`config.mk`:
```
export PLATFORM = sky130hd
export DESIGN_NAME = gray_counter
export DESIGN_NICKNAME = d
export VERILOG_FILES = /design/src/rtl/gray_counter.sv
export SDC_FILE = /design/constraint.sdc
export NUM_CORES = 1
export LEC_CHECK = 0
export ABC_AREA = 0
export CAP_MARGIN = 20
export CORE_AREA = 2 2 39 41
export CTS_CLUSTER_DIAMETER = 40
export DETAILED_ROUTE_END_ITERATION = 8
export DIE_AREA = 0 0 41 43
export PLACE_DENSITY = 0.77
export SKIP_LAST_GASP = 1
export SYNTH_ARGS = -nofsm -noshare
export SYNTH_HDL_FRONTEND = slang
export SYNTH_SLANG_ARGS = --single-unit
```
`constraint.sdc`:
```
create_clock -name clk -period 4.4 [get_ports clk]
set_input_delay 0.44 -clock clk [delete_from_list [all_inputs] [get_ports clk]]
set_output_delay 0.44 -clock clk [all_outputs]
set_load 0.01 [all_outputs]
```
`src/rtl/gray_counter.sv`:
```
// Parametrised up/down counter with registered binary and Gray outputs.
// Supports binary or Gray parallel load, wrap or saturate, and a terminal-count pulse.
module gray_counter #(
    parameter int WIDTH = 4,
    parameter bit WRAP  = 1'b1
) (
    input  logic             clk,
    input  logic             rst_n,
    input  logic             en,
    input  logic             up,
    input  logic             load,
    input  logic             load_is_gray,
    input  logic [WIDTH-1:0] load_val,
    output logic [WIDTH-1:0] bin,
    output logic [WIDTH-1:0] gray,
    output logic             tc
);

    localparam logic [WIDTH-1:0] MAX_VAL  = {WIDTH{1'b1}};
    localparam logic [WIDTH-1:0] ZERO_VAL = {WIDTH{1'b0}};
    localparam logic [WIDTH-1:0] ONE_VAL  = WIDTH'(1);

    // Prefix-XOR from the MSB down recovers the binary value of a Gray word.
    function automatic logic [WIDTH-1:0] gray_to_bin(input logic [WIDTH-1:0] g);
        logic [WIDTH-1:0] b;
        b[WIDTH-1] = g[WIDTH-1];
        for (int i = WIDTH - 2; i >= 0; i--) begin
            b[i] = b[i+1] ^ g[i];
        end
        return b;
    endfunction

    function automatic logic [WIDTH-1:0] bin_to_gray(input logic [WIDTH-1:0] b);
        return b ^ (b >> 1);
    endfunction

    logic [WIDTH-1:0] next_bin;
    logic             next_tc;
    logic             at_max;
    logic             at_zero;

    assign at_max  = (bin == MAX_VAL);
    assign at_zero = (bin == ZERO_VAL);

    always_comb begin
        next_bin = bin;
        next_tc  = 1'b0;
        if (load) begin
            next_bin = load_is_gray ? gray_to_bin(load_val) : load_val;
        end else if (en) begin
            if (up) begin
                if (at_max) begin
                    next_tc  = 1'b1;
                    next_bin = WRAP ? ZERO_VAL : MAX_VAL;
                end else begin
                    next_bin = bin + ONE_VAL;
                end
            end else begin
                if (at_zero) begin
                    next_tc  = 1'b1;
                    next_bin = WRAP ? MAX_VAL : ZERO_VAL;
                end else begin
                    next_bin = bin - ONE_VAL;
                end
            end
        end
    end

    // gray is encoded from next_bin, not bin, so both outputs always describe the same count.
    always_ff @(posedge clk or negedge rst_n) begin
        if (!rst_n) begin
            bin  <= ZERO_VAL;
            gray <= ZERO_VAL;
            tc   <= 1'b0;
        end else begin
            bin  <= next_bin;
            gray <= bin_to_gray(next_bin);
            tc   <= next_tc;
        end
    end

endmodule

```
# ---- After elaboration in Yosys (flattened, before gate mapping)
# Index checks and enable logic that the tools add are counted.
dict set report word_totals {
  regBits 9
  out_inout_bits 9
  wordCells 22
}
dict set report classes {
  add_sub_neg 2
  n_eq_ne 1
  n_mux 11
  bitwise 4
  reduce_logical 1
}
# operator count
set ops {}
lappend ops {{4-bit two-way mux} 5}
lappend ops {{1-bit two-way mux} 5}
lappend ops {{4-bit by 1-bit adder with 4-bit output (second input constant)} 1}
lappend ops {{4-bit equality test (second input constant)} 1}
lappend ops {{4-bit zero test} 1}
lappend ops {{4-bit by 1-bit subtractor with 4-bit output (second input constant)} 1}
lappend ops {{4-bit by 3-bit bitwise XOR with 4-bit output} 1}
lappend ops {{3-bit two-way mux} 1}
lappend ops {{1-bit bitwise XOR} 3}

# ---- Logic depth before layout (Yosys ltp)
dict set report logic_depth {
  depth_word 6
  ltp_mapped 7
  ltp_nobuf 7
}

# ---- Worst setup path after synthesis
# No wires, ideal clock.
dict set report synth_timing {
  path_type {register to register}
  start {reg bin[0]}
  end {reg gray[0]}
  setup_ns 0.079
  arrival_time_ns 1.594
  slack_ns 2.726
  stages_incl_launch_ff 8
  period_less_slack_ns 1.674
  path_cell_list {dfrtp_1 -> inv_1 -> ha_1 -> or3b_1 -> a21oi_1 -> o22ai_1 -> mux2i_2 -> xor2_1}
}
dict set report synth_via {
  elab_chain_cells 6
}
# item line
set synth_lines {}
lappend synth_lines {{from (decl)} 14} ;# output logic [WIDTH-1:0] bin,
lappend synth_lines {{from (signal assigned)} 76} ;# bin <= next_bin;
lappend synth_lines {{4-bit by 1-bit subtractor with 4-bit output, or another cell as far along} 63} ;# next_bin = bin - ONE_VAL;
lappend synth_lines {{4-bit two-way mux (on tied branches)} {59, 52}}
lappend synth_lines {{4-bit two-way mux} 51} ;# if (up) begin
lappend synth_lines {{4-bit two-way mux (*)} 50} ;# end else if (en) begin
lappend synth_lines {{4-bit two-way mux (*)} 48} ;# if (load) begin
lappend synth_lines {{named net next_bin[0]} 37} ;# logic [WIDTH-1:0] next_bin;
lappend synth_lines {{4-bit by 3-bit bitwise XOR with 4-bit output (*)} 34} ;# return b ^ (b >> 1);
lappend synth_lines {{to (signal assigned)} 77} ;# gray <= bin_to_gray(next_bin);
lappend synth_lines {{to (decl)} 15} ;# output logic [WIDTH-1:0] gray,
# The timed path passes the listed nets; every way through them passes the cells marked *.

# ---- Worst setup path in the final report
dict set report layout_timing {
  start {in load_val[3]}
  end {reg gray[0]}
}
dict set report layout_via {
  elab_chain_cells 6
}
# item line
set layout_lines {}
lappend layout_lines {{from (decl)} 13} ;# input logic [WIDTH-1:0] load_val,
lappend layout_lines {{1-bit bitwise XOR (3 in a row)} 28} ;# b[i] = b[i+1] ^ g[i];
lappend layout_lines {{3-bit two-way mux} 49} ;# next_bin = load_is_gray ? gray_to_bin(load_val) : load_val;
lappend layout_lines {{4-bit two-way mux} 48}
lappend layout_lines {{named net next_bin[0]} 37}
lappend layout_lines {{4-bit by 3-bit bitwise XOR with 4-bit output} 34}
# The timed path passes the listed nets, and every way through them passes these cells.

==> impl_metrics.env <==
export IMPL_crit_type="in -> reg"
export IMPL_maxSlewHeadroom_pct=76.1
export IMPL_tightest_slew_ns=0.358
export IMPL_cts_setup_buffers=0
export IMPL_cp_data_arrival_time_ns=2.06
export IMPL_start_util_pct=39.5
export IMPL_crit_fanout=4
export IMPL_core_area_sq_mm=0.00138
export IMPL_wl_per_cell_um=11.7
export IMPL_power_mw=0.285
export IMPL_crit_chain="clkdlybuf4s50_1 -> xor2_1 -> mux2_2 -> xor2_1 -> mux2i_2 -> xor2_1"
export IMPL_dr_total_vias=472
export IMPL_dp_hpwl_um=848
export IMPL_synth_top_area_share_pct=36.6
export IMPL_syn_inst=56
export IMPL_cts_max_path_buffers=2
export IMPL_drtIter0Drc=6
export IMPL_skew_ns=0.00659
export IMPL_die_w_um=41
export IMPL_clock_latency_ns=0.25
export IMPL_cpMostUsedCell="xor2_1"
export IMPL_cts_root_buf="clkbuf_4"
export IMPL_ir_drop_uv=208
export IMPL_cp_start_kind="primary input"
export IMPL_p_leak_nw=0.315
export IMPL_syn_area_sq_um=547
export IMPL_layout_drive_gt1_share_pct=13.3
export IMPL_rsz0062_at_grt="no"
export IMPL_fp_row_count=14
export IMPL_cp_end_kind="flip-flop"
export IMPL_cts_tree="yes"
export IMPL_seq_area_frac_synth_pct=36.6
export IMPL_yosys_area_top_type="dfrtp_1"
export IMPL_yosysUniqueCellTypes=27
export IMPL_grt_pass1_vias=454
export IMPL_io_pins=19
export IMPL_grt_usage_pct=16.0
export IMPL_port_buffers=18
export IMPL_clk_pin_slew_ns=0.05
export IMPL_tns_ns=0
export IMPL_clock_fmax_mhz=527
export IMPL_postCtsHoldBufs=0
export IMPL_grt_pass1_wl_mm=1.87
export IMPL_slowest_delay_ns=0.54
export IMPL_ys_ff_latch=8
export IMPL_power_density_mw_per_mm2=382
export IMPL_n_antenna_cell=0
export IMPL_critPathTopFamily="buffers and inverters"
export IMPL_syn_nets=68
export IMPL_areaGrowthSynthToFinish_pct=36.6
export IMPL_die_area_sq_mm=0.00176
export IMPL_via_per_inst=5.19
export IMPL_antenna_left=0
export IMPL_finalWeightedCongestion=0.699
export IMPL_totalWireLength_mm=1.07
export IMPL_yosysWarnings=0
export IMPL_antenna_found_initial=0
export IMPL_grt_max_degree=10
export IMPL_cp_num_buf_inv=1
export IMPL_ctsResizeCount=0
export IMPL_fin_crit_sh_pct=43.1
export IMPL_numCtsBuffers=3
export IMPL_final_hold_violation_count=0
export IMPL_setup_viol=0
export IMPL_status="finished, final reports clean"
export IMPL_syn_area_per_cell_sq_um=9.76
export IMPL_finalCriticalPeriod_ns=1.90
export IMPL_drtPass1Iterations=4
export IMPL_htree_levels=1
export IMPL_min_path_type="in -> async"
export IMPL_drc=0
export IMPL_maxCapViolations=0
export IMPL_die_height_um=43
export IMPL_drv_slew=0
export IMPL_crit_slowest_cell="clkdlybuf4s50_1"
export IMPL_required_ns=4.56
export IMPL_ys_top_cells_by_area="dfrtp_1 37%, xor2_1 8.0%, xnor2_1 4.8%, a21oi_1 4.6%, ha_1 4.6%"
export IMPL_grt_ovfl_total=0
export IMPL_cts_num_sinks=8
export IMPL_fin_nets=89
-- cells by family (layout without fill, tap and decap cells) --
logic type,after synthesis,count (layout),share of synthesized area (%)
and+or+nand+nor,17,17,18.3
muxes,4,4,8.47
AOI/OAI and AO/OA,12,12,13.0
buffers and inverters,5,24,6.18
xor gates and xnor gates,8,8,12.8
DFF,8,8,36.6
adders and majority gates,2,2,4.58
-- cell usage after synthesis --
| cell | instances |
|---|---|
| dfrtp_1 | 8 |
| a21oi_1 | 5 |
| nand2_1 | 5 |
| xor2_1 | 5 |
| inv_1 | 3 |
| o21ai_0 | 3 |
| xnor2_1 | 3 |
| ha_1 | 2 |
| mux2_2 | 2 |
| nand2b_1 | 2 |
| nor2_1 | 2 |
| a211o_1 | 1 |
| and3_1 | 1 |
| and3_2 | 1 |
| and4_2 | 1 |
| buf_4 | 1 |
| buf_8 | 1 |
| mux2i_1 | 1 |
| mux2i_2 | 1 |
| nand4b_1 | 1 |
| nor3b_1 | 1 |
| nor4_1 | 1 |
| o21ai_2 | 1 |
| o21bai_1 | 1 |
| o22ai_1 | 1 |
| or2_2 | 1 |
| or3b_1 | 1 |
-- power by group --
part / internal, mW / switching (mW) / leakage, nW
registers: 0.0916 / 0.0163 / 0.0947
logic: 0.0712 / 0.0517 / 0.207
clock network: 0.0311 / 0.0234 / 0.0138
total: 0.194 / 0.0913 / 0.315
-- routing by layer --
metal	track usage, %	wire length (um)
met1	19.3	425
met3	6.28	55
met2	24.7	584
met5	0	0
met4	6.00	0
-- final cells by class --
class	count	area, sq um
multi-input combinational	43	313
fill	148	637
inverter	3	11.3
sequential	8	200
tap	16	20.0
clock buffer	3	22.5
timing repair buffer	18	180
-- placed cells by master (no fill, tap or decap), types with 2 or more instances in the layout --
| master | count |
|---|---|
| a21oi_1 | 5 |
| xnor2_1 | 3 |
| nor2_1 | 2 |
| o21ai_0 | 3 |
| xor2_1 | 5 |
| clkdlybuf4s50_1 | 18 |
| nand2b_1 | 2 |
| clkbuf_4 | 3 |
| dfrtp_1 | 8 |
| nand2_1 | 5 |
| inv_1 | 3 |
| ha_1 | 2 |
| mux2_2 | 2 |
-- through the flow --
| step | util, % | worst slack [ns] | std cells | area, sq um | hold WS [ns] |
|---|---|---|---|---|---|
| final | 54.0 | 2.50 | 91 | 747 | 0.464 |
| after global routing | 54.0 | 2.41 | 91 | 747 | 0.486 |
| after global placement | 52.4 | 2.33 | 88 | 724 | 0.656 |
| after detailed placement | 52.4 | 2.26 | 88 | 724 | 0.687 |
| after floorplan | - | 2.73 | 56 | 547 | 0.144 |
| after CTS | 54.0 | 2.51 | 91 | 747 | 0.471 |
-- final timing paths --
kind	cells after the start	slack [ns]	startpoint	to
max in group asynchronous	1	3.67	rst_n	bin[0]$_DFF_PN0_
worst min-delay path	1	0.46	rst_n	bin[1]$_DFF_PN0_
worst max-delay path	6	2.50	load_val[3]	gray[0]$_DFF_PN0_
min in group clk	2	0.68	bin[2]$_DFF_PN0_	tc$_DFF_PN0_
worst min register to register	2	0.68	bin[2]$_DFF_PN0_	tc$_DFF_PN0_
worst max register to register	7	2.56	bin[0]$_DFF_PN0_	gray[0]$_DFF_PN0_
-- sequential cells by signal (all words and copies together), names as in the netlist --
register / count
bin: 4
gray: 3
tc: 1
-- worst reg2reg max path, delay by kind of cell, from the launching register on --
kind                       cells  cell delay (ns)
xor gates and xnor gates       1             0.17
adders and majority gates      1             0.17
buffers and inverters          1             0.09
and+or+nand+nor                1             0.38
muxes                          1             0.19
AOI/OAI and AO/OA              2             0.29
DFF                            1             0.47
(Power assumes the default switching activity.)
